### config.mk
export PLATFORM = sky130hd
export DESIGN_NAME = sync_timing_decoder
export DESIGN_NICKNAME = d
export VERILOG_FILES = /design/src/rtl/vga_timing_pkg.sv /design/src/rtl/sync_timing_decoder_if.sv /design/src/rtl/sync_edge_detector.sv /design/src/rtl/sync_timing_decoder.sv
export SDC_FILE = /design/constraint.sdc
export NUM_CORES = 1
export LEC_CHECK = 0
export BUFFER_PORTS_ARGS = -buffer_cell sky130_fd_sc_hd__buf_2
export CAP_MARGIN = 20
export CORE_ASPECT_RATIO = 0.8
export CORE_MARGIN = 3
export CORE_UTILIZATION = 45
export DETAILED_ROUTE_END_ITERATION = 7
export GPL_ROUTABILITY_DRIVEN = 0
export MAX_ROUTING_LAYER = met4
export SYNTH_ARGS = -nofsm -noshare
export SYNTH_HDL_FRONTEND = slang
export SYNTH_SLANG_ARGS = --single-unit
export TNS_END_PERCENT = 30
### constraint.sdc
create_clock -name i_clk -period 5.45 [get_ports i_clk]
set_input_delay 1.635 -clock i_clk [delete_from_list [all_inputs] [get_ports i_clk]]
set_output_delay 1.635 -clock i_clk [all_outputs]
set_load 0.02 [all_outputs]
### src/rtl/vga_timing_pkg.sv
// Default horizontal timing, sync latency and FSM state type
// shared by the sync timing decoder and its sub-modules.
package vga_timing_pkg;

    localparam int DEF_HPIXEL        = 640;
    localparam int DEF_H_FRONT_PORCH = 16;
    localparam int DEF_H_SYNC_PULSE  = 96;
    localparam int DEF_H_BACK_PORCH  = 48;
    localparam int DEF_H_TOL         = 2;
    localparam int DEF_LOCK_LINES    = 4;

    // pin edge to detected-edge pulse, in clocks
    localparam int SYNC_LAT = 3;

    typedef enum logic [1:0] {
        SEARCH,
        MEASURE,
        LOCKED
    } sync_state_t;

    function automatic logic in_window(
        input logic [10:0] val,
        input int          nom,
        input int          tol
    );
        return (int'(val) >= nom - tol) &&
               (int'(val) <= nom + tol);
    endfunction

endpackage

### src/rtl/sync_timing_decoder_if.sv
// Regenerated-timing output bundle of the sync timing decoder.
// master drives the bundle, slave observes it.
interface sync_timing_decoder_if;

    logic [9:0]  h_count;
    logic        locked;
    logic        polarity;
    logic        line_strobe;
    logic [10:0] period;
    logic [7:0]  err_count;

    modport master (
        output h_count, locked, polarity,
        output line_strobe, period, err_count
    );

    modport slave (
        input h_count, locked, polarity,
        input line_strobe, period, err_count
    );

endinterface

### src/rtl/sync_edge_detector.sv
// Two-flop synchronizer plus registered edge detector.
// Rise/fall pulses appear three clocks after the pin edge.
module sync_edge_detector (
    input  logic clk,
    input  logic rst_n,
    input  logic din,
    output logic level,
    output logic rise,
    output logic fall
);

    logic [1:0] sync_q;
    logic       prev_q;

    // synchronize the pin, then register level and edge pulses
    always_ff @(posedge clk or negedge rst_n) begin
        if (!rst_n) begin
            sync_q <= '0;
            prev_q <= 1'b0;
            level  <= 1'b0;
            rise   <= 1'b0;
            fall   <= 1'b0;
        end else begin
            sync_q <= {sync_q[0], din};
            prev_q <= sync_q[1];
            level  <= sync_q[1];
            rise   <= sync_q[1] & ~prev_q;
            fall   <= ~sync_q[1] & prev_q;
        end
    end

endmodule

### src/rtl/sync_timing_decoder.sv
// Horizontal sync decoder: detects polarity, locks to the line
// timing and regenerates a pixel counter. SYNC_DECODER_STATS_EN
// enables the lock-loss counter on o_err_count.
module sync_timing_decoder
    import vga_timing_pkg::*;
#(
    parameter int HPIXEL        = DEF_HPIXEL,
    parameter int H_FRONT_PORCH = DEF_H_FRONT_PORCH,
    parameter int H_SYNC_PULSE  = DEF_H_SYNC_PULSE,
    parameter int H_BACK_PORCH  = DEF_H_BACK_PORCH,
    parameter int H_TOL         = DEF_H_TOL,
    parameter int LOCK_LINES    = DEF_LOCK_LINES
) (
    input  logic        i_clk,
    input  logic        i_rst_n,
    input  logic        i_hsync,
    output logic [9:0]  o_hCount,
    output logic        o_locked,
    output logic        o_polarity,
    output logic        o_line_strobe,
    output logic [10:0] o_period,
    output logic [7:0]  o_err_count
);

    localparam int H_TOTAL = HPIXEL + H_FRONT_PORCH +
                             H_SYNC_PULSE + H_BACK_PORCH;
    localparam int TIMEOUT = H_TOTAL + H_TOL;
    localparam logic [9:0] HC_LOAD =
        10'(HPIXEL + H_FRONT_PORCH + SYNC_LAT);
    localparam logic [9:0] HC_LAST = 10'(H_TOTAL - 1);
    localparam logic [10:0] CNT_MAX = 11'h7FF;

    sync_timing_decoder_if tim ();

    sync_state_t state_q, state_d;
    logic        lvl, rise, fall;
    logic        lead, trail, edge_any;
    logic        search_hit, line_good, timeout, lock_hit;
    logic [10:0] phase_q, per_q, pulse_q, period_q;
    logic [7:0]  good_q;
    logic [9:0]  hc_q;
    logic        pol_q;

    sync_edge_detector u_sync (
        .clk   (i_clk),
        .rst_n (i_rst_n),
        .din   (i_hsync),
        .level (lvl),
        .rise  (rise),
        .fall  (fall)
    );

    assign edge_any   = rise | fall;
    assign lead       = pol_q ? rise : fall;
    assign trail      = pol_q ? fall : rise;
    assign search_hit = edge_any &&
                        in_window(phase_q, H_SYNC_PULSE, H_TOL);
    assign line_good  = in_window(per_q, H_TOTAL, H_TOL) &&
                        in_window(pulse_q, H_SYNC_PULSE, H_TOL);
    assign timeout    = int'(phase_q) > TIMEOUT;
    assign lock_hit   = lead && line_good &&
                        (int'(good_q) + 1 >= LOCK_LINES);

    // state register
    always_ff @(posedge i_clk or negedge i_rst_n) begin
        if (!i_rst_n) state_q <= SEARCH;
        else          state_q <= state_d;
    end

    // next state: acquire, qualify lines, drop on bad line/timeout
    always_comb begin
        state_d = state_q;
        case (state_q)
            SEARCH:  if (search_hit) state_d = MEASURE;
            MEASURE: begin
                if (timeout)       state_d = SEARCH;
                else if (lock_hit) state_d = LOCKED;
            end
            LOCKED: begin
                if (timeout || (lead && !line_good))
                    state_d = SEARCH;
            end
            default: state_d = SEARCH;
        endcase
    end

    // outputs decoded from state and datapath registers
    always_comb begin
        tim.locked      = (state_q == LOCKED);
        tim.line_strobe = (state_q == LOCKED) && (hc_q == '0);
        tim.h_count     = hc_q;
        tim.polarity    = pol_q;
        tim.period      = period_q;
    end

    // phase/period/pulse measurement and pixel counter
    always_ff @(posedge i_clk or negedge i_rst_n) begin
        if (!i_rst_n) begin
            phase_q  <= '0;
            per_q    <= '0;
            pulse_q  <= '0;
            period_q <= '0;
            good_q   <= '0;
            hc_q     <= '0;
            pol_q    <= 1'b0;
        end else begin
            if (edge_any)              phase_q <= 11'd1;
            else if (phase_q != CNT_MAX) phase_q <= phase_q + 11'd1;

            // on acquisition the pulse just ended started the period
            if (state_q == SEARCH && search_hit)
                per_q <= phase_q + 11'd1;
            else if (lead)
                per_q <= 11'd1;
            else if (per_q != CNT_MAX)
                per_q <= per_q + 11'd1;

            if (state_q == SEARCH) begin
                if (search_hit) begin
                    pulse_q <= phase_q;
                    pol_q   <= ~lvl;
                end
            end else if (trail) begin
                pulse_q <= phase_q;
            end

            if (state_q != SEARCH && lead)
                period_q <= per_q;

            if (state_d == SEARCH)
                good_q <= '0;
            else if (state_q == MEASURE && lead)
                good_q <= line_good ? good_q + 8'd1 : '0;

            if (state_d == SEARCH)
                hc_q <= '0;
            else if (state_q != SEARCH && lead)
                hc_q <= HC_LOAD;
            else if (hc_q == HC_LAST)
                hc_q <= '0;
            else
                hc_q <= hc_q + 10'd1;
        end
    end

`ifdef SYNC_DECODER_STATS_EN
    logic [7:0] err_q;

    // count lock losses, saturating
    always_ff @(posedge i_clk or negedge i_rst_n) begin
        if (!i_rst_n)
            err_q <= '0;
        else if (state_q == LOCKED && state_d == SEARCH &&
                 err_q != 8'hFF)
            err_q <= err_q + 8'd1;
    end

    assign tim.err_count = err_q;
`else
    assign tim.err_count = '0;
`endif

    assign o_hCount      = tim.h_count;
    assign o_locked      = tim.locked;
    assign o_polarity    = tim.polarity;
    assign o_line_strobe = tim.line_strobe;
    assign o_period      = tim.period;
    assign o_err_count   = tim.err_count;

endmodule

==> flow_summary.toml, run 1 <==
[run_status]
outcome = "finished clean"

[synthesis]
synthesis.area_um2 = 3960
synthTopCellsByArea = "dfrtp_1 (44%), nand2_1 (5.0%), mux2_4 (3.8%)"
async_flop_share = 1.00
syn_area_per_cell_um2 = 10.0
seq_area_frac_synth = 0.442
netlist.area_leader.share = 0.442
yosysMostFrequentCell = "dfrtp_1"
synth_seq_cells = 70
synth.distinct_cells = 67
synth_ff_type = "dfrtp_1"
yosysTopAreaCell = "dfrtp_1"
synth-edff-count = 0
syn-instance-count = 396
synth_warnings = 0
yosys-top-cells-count = "dfrtp_1 (70), nand2_1 (53), nor2_1 (24)"

[worst_setup_path]
slowest_delay_ns = 0.45
worstPathRequired_ns = 3.82
crit_chain = "nor4_1, nand2_1, nor4b_1, buf_2"
cp_num_cells = 4
rr_worst_depth = 8
end_kind = "output pin"
path_max_fanout = 7
cp_slowest_cell = "dfrtp_1"
critPathTopFamily = "simple AND/OR/NAND/NOR gates"
start_kind = "flip-flop"
path_class = "flip-flop to output pin"
cp.arrival_ns = 1.58
cp_num_buf_inv = 1

[pwr]
ir_drop_mv = 0.142
power_mw = 1.03
p_sw_frac = 0.267
clkPwrFrac = 0.344
leakagePower_nw = 1.96
switching_power_mw = 0.275
power_frac_comb = 0.096
p_per_area_nw_per_um2 = 239
internal_power_mw = 0.754
sequentialPowerShare = 0.560

[finish]
area_delta_synth_final_pct = 8.71
fin_nets = 429
antenna_cells = 0
drive_above_1_share = 0.192
final_util = 0.523

[clocking]
clock_latency_ns = 0.34
cts_inserted_buffers = 9
cts_tree = "built"
htreeDepth = 3
cts_sinks = 70
cts_root_buf = "clkbuf_8"
postCtsHoldBufs = 0
cts_setup_buffers = 0
clk_pin_slew_ns = 0.07
cts_resized = 0
clk_path_buf_depth = 2

[detailed_routing]
wl_per_cell_um = 16.2
routed_wl_mm = 8.58
route.detailed.drc = 0
via_per_inst = 5.53
postRouteAntennaNets = 0
num_vias = 2928
drt_iter0_markers = 213
drt_first_pass_iters = 4

[hold_path]
min_path_cells = 0
hp-class = "flip-flop to flip-flop"

[place]
numPortBuffers = 26
dp_hpwl_mm = 6.13

[die]
num_rows = 29
die_h_um = 89.9
start_util = 0.481
die_width_um = 111
io_pins = 35
design.core.area_um2 = 8240
fp.dieArea_um2 = 9970

[job]
cap_violations = 0

[sta]
hold_viol_final = 0
post-route-period-util = 0.591
rsz0062_at_grt = "false"
post-route-min-period_ns = 3.22
slew_headroom = 0.349
worstMarginPinSlew_ns = 0.972
fmax_mhz = 311
setup_viol = 0
fin_tns_setup_ns = 0
skew_ns = 0.00795
slew_viol_final = 0

[global_route]
grt_max_degree = 42
grt_pass1_wl_mm = 14.7
antenna_found_initial = 0
grt_usage = 0.187
grt_pass1_vias = 2824
grt_remaining_overflow = 0
-- per-layer routing --
metal	GRT usage	wire length, um
met3	0.0483	424
met5	-	0
met4	0.0431	76
met1	0.274	4400
met2	0.259	3680
-- cells in the final DEF, fill, tap and decap left out, types with 5 or more instances in the layout --
master and n:
ha_1 8, nand2_1 53, xor2_1 8, and3_1 10, nor3_1 6, a21oi_1 20
nand4_1 8, o211ai_1 5, nand3_1 19, nor2_1 24, mux2_4 10, clkbuf_8 10
and2_1 6, conb_1 8, inv_1 11, nand2b_1 8, a22oi_1 8, dfrtp_1 70
xnor2_1 17, buf_2 26, a21oi_2 9, nor2b_1 5
-- cell type report --
| cell class | instances | area, um^2 |
|---|---|---|
| timing repair buffer | 31 | 191 |
| sequential | 70 | 1750 |
| inverter | 11 | 41.3 |
| clock buffer | 12 | 145 |
| clock inverter | 2 | 10.0 |
| fill | 768 | 3930 |
| tap | 108 | 135 |
| multi-input combinational | 295 | 2030 |
-- power groups by stage --
stage / combinational (mW) / sequential [mW] / clock [mW]
5_1_grt: 0.113 / 0.581 / 0.390
6_report: 0.0988 / 0.576 / 0.353
4_1_cts: 0.100 / 0.575 / 0.366
2_1_floorplan: 0.0792 / 0.575 / 0
3_5_place_dp: 0.0992 / 0.585 / 0
3_3_place_gp: 0.0990 / 0.585 / 0
-- state kept, by name (all words and copies together), names as in the netlist --
| signal | flops |
|---|---|
| o_period | 11 |
| per_q | 11 |
| phase_q | 11 |
| pulse_q | 11 |
| o_hCount | 10 |
| good_q | 8 |
| state_q | 2 |
| u_sync.sync_q | 2 |
| o_polarity | 1 |
| u_sync.fall | 1 |
| u_sync.prev_q | 1 |
| u_sync.rise | 1 |
-- kinds of logic after synthesis --
kind of cell | after synthesis | synth area share
other | 1 | 0.000946
buffers and inverters | 38 | 0.0515
AOI/OAI and AO/OA | 80 | 0.165
and+or+nand+nor | 160 | 0.208
xor gates and xnor gates | 25 | 0.0553
DFF | 70 | 0.442
adders and majority gates | 8 | 0.0253
muxes | 14 | 0.0518
-- final timing paths --
kind                                       startpoint                          to  slack [ns]
setup / recovery                o_hCount[2]$_DFF_PN0_               o_line_strobe        2.23
hold / removal             u_sync.sync_q[0]$_DFF_PN0_  u_sync.sync_q[1]$_DFF_PN0_        0.36
setup reg to reg               phase_q[0]$_DFFE_PN0P_     pulse_q[10]$_DFFE_PN0P_        3.00
hold reg to reg            u_sync.sync_q[0]$_DFF_PN0_  u_sync.sync_q[1]$_DFF_PN0_        0.36
max in group asynchronous                     i_rst_n       good_q[4]$_DFFE_PN0P_        3.09
min in group asynchronous                     i_rst_n     o_period[8]$_DFFE_PN0P_        1.44
-- stage by stage --
| stage | setup WS (ns) | area (um^2) | hold WS [ns] | std cells |
|---|---|---|---|---|
| floorplan | 2.24 | 3990 | 0.331 | 403 |
| global placement | 2.57 | 4100 | 0.343 | 511 |
| detailed placement | 2.58 | 4140 | 0.336 | 513 |
| CTS | 2.20 | 4290 | 0.361 | 527 |
| global route | 2.08 | 4310 | 0.374 | 529 |
| finish | 2.23 | 4310 | 0.359 | 529 |
Note: power is estimated with default switching activity, not from simulation.
==> run 2: changes to the inputs <==
- ABC_AREA: default -> 1
- clock period: 5.45 -> 3.35 ns (I/O delays scaled with it)
==> flow_summary.toml, run 2 <==
[run_status]
outcome = "finished clean"

[global_route]
grt_remaining_overflow = 0
grt_use_met2 = 0.264
grtUsageMet3 = 0.0397
antenna_found_initial = 0
grt_pass1_vias = 2858
busiest_layer = "met1"
grt_pass1_wl_mm = 14.1
met1_usage = 0.276
grt_max_degree = 44
grt_usage = 0.188

[clocking]
cts_inserted_buffers = 9
htreeDepth = 3
cts_root_buf = "clkbuf_8"
cts_setup_buffers = 0
clk_path_buf_depth = 2
cts_tree = "built"
cts_resized = 0
clock_latency_ns = 0.34
clk_pin_slew_ns = 0.08
cts_sinks = 70
postCtsHoldBufs = 0

[worst_setup_path]
critPathTopFamily = "simple AND/OR/NAND/NOR gates"
slowest_delay_ns = 0.45
worstPathRequired_ns = 2.34
cp_num_cells = 4
rr_worst_depth = 7
r2r_end = "pulse_q[7]$_DFFE_PN0P_"
reg2reg_slack_ns = 0.93
path_max_fanout = 6
cp_slowest_cell = "dfrtp_1"
cp.arrival_ns = 1.60
start_kind = "flip-flop"
crit_chain = "nor4_1, nand4_1, nor4_1, buf_2"
path_class = "flip-flop to output pin"
crit_start = "o_hCount[3]$_DFF_PN0_"
end_kind = "output pin"
path_common_cell = "nor4_1"
cp_num_buf_inv = 1
crit_end = "o_line_strobe"
r2r-start = "state_q[0]$_DFF_PN0_"

[pwr]
power_mw = 1.71
ir_drop_mv = 0.182
leakagePower_nw = 2.15
power_frac_comb = 0.106
sequentialPowerShare = 0.541
p_sw_frac = 0.274
p_per_area_nw_per_um2 = 402
switching_power_mw = 0.469
clkPwrFrac = 0.354
internal_power_mw = 1.24

[sta]
skew_ns = 0.0125
fin_tns_setup_ns = 0
slew_viol_final = 0
slew_headroom = 0.524
hold_ws_ns = 0.355
post-route-min-period_ns = 2.60
fmax_mhz = 385
post-route-period-util = 0.776
finalWorstSetupSlack_ns = 0.749
worstMarginPinSlew_ns = 0.712
hold_viol_final = 0
rsz0062_at_grt = "false"
setup_viol = 0

[detailed_routing]
routed_wl_mm = 8.26
drt_iter0_markers = 219
num_vias = 3238
route.detailed.drc = 0
via_per_inst = 5.00
wl_per_cell_um = 12.7
postRouteAntennaNets = 0
drt_first_pass_iters = 5

[die]
die_h_um = 89.4
fp.dieArea_um2 = 9860
io_pins = 35
die_width_um = 110
start_util = 0.477
num_rows = 29
design.core.area_um2 = 8200

[synthesis]
syn-instance-count = 509
syn_area_per_cell_um2 = 7.69
seq_area_frac_synth = 0.448
netlist.area_leader.share = 0.448
yosysTopAreaCell = "dfrtp_1"
yosys-top-cells-count = "nand2_1 (118), dfrtp_1 (70), inv_1 (65)"
yosysMostFrequentCell = "nand2_1"
synthesis.area_um2 = 3910
synth.distinct_cells = 37
async_flop_share = 1.00
synth-edff-count = 0
synth_ff_type = "dfrtp_1"
synth_seq_cells = 70
synthTopCellsByArea = "dfrtp_1 (45%), nand2_1 (11%), inv_1 (6.2%)"
synth_warnings = 0

[place]
numPortBuffers = 26
dp_hpwl_mm = 6.15
dpl_worst_slack_ns = 0.919

[finish]
antenna_cells = 0
area_delta_synth_final_pct = 8.92
layout_commonest_cell = "nand2_1"
fin_nets = 547
final_util = 0.520
most-common-layout-cells = "nand2_1 (118), dfrtp_1 (70), inv_1 (65)"
drive_above_1_share = 0.137

[hold_path]
hp-class = "flip-flop to flip-flop"

[job]
cap_violations = 0
-- run 2: how the worst min path moves through the flow --
stage                                    start                    endpoint  slack [ns]  cells after the start
finish              u_sync.sync_q[0]$_DFF_PN0_  u_sync.sync_q[1]$_DFF_PN0_        0.35                      0
global route        u_sync.sync_q[0]$_DFF_PN0_  u_sync.sync_q[1]$_DFF_PN0_        0.37                      0
CTS                 u_sync.sync_q[0]$_DFF_PN0_  u_sync.sync_q[1]$_DFF_PN0_        0.36                      0
detailed placement  u_sync.sync_q[0]$_DFF_PN0_  u_sync.sync_q[1]$_DFF_PN0_        0.34                      0
global placement    u_sync.sync_q[0]$_DFF_PN0_  u_sync.sync_q[1]$_DFF_PN0_        0.34                      0
floorplan           u_sync.sync_q[0]$_DFF_PN0_  u_sync.sync_q[1]$_DFF_PN0_        0.33                      0
-- run 2: metrics by stage --
stage          cells  instance area (um^2)
3_3_place_gp     633                  4100
4_1_cts          648                  4260
2_1_floorplan    516                  3940
5_1_grt          648                  4260
6_report         648                  4260
3_5_place_dp     633                  4100
-- run 2: cells by family (layout without fill, tap and decap cells) --
logic type	Yosys count	count (layout)	synth area share
AOI/OAI and AO/OA	60	60	0.0828
xor gates and xnor gates	10	10	0.0224
adders and majority gates	8	8	0.0256
buffers and inverters	89	113	0.101
DFF	70	70	0.448
other	1	8	0.000958
and+or+nand+nor	271	271	0.319
-- run 2: power by group through the flow --
stage | Clock, mW | Combinational, mW | Sequential (mW)
floorplan | 0 | 0.154 | 0.920
global placement | 0 | 0.183 | 0.940
detailed placement | 0 | 0.182 | 0.941
CTS | 0.625 | 0.183 | 0.924
global route | 0.662 | 0.215 | 0.931
finish | 0.605 | 0.181 | 0.926
-- run 2: routing by layer --
metal | wire length, um | vias to the layer above
li1 | - | 1657
met1 | 4450 | 1501
met2 | 3390 | 71
met3 | 346 | 9
met4 | 72 | 0
met5 | 0 | -
-- run 2: final cells by class --
class / instances / area, um^2
timing repair buffer: 27 / 150
clock buffer: 14 / 163
clock inverter: 1 / 5.00
tap: 108 / 135
sequential: 70 / 1750
inverter: 71 / 267
fill: 822 / 3940
multi-input combinational: 357 / 1790
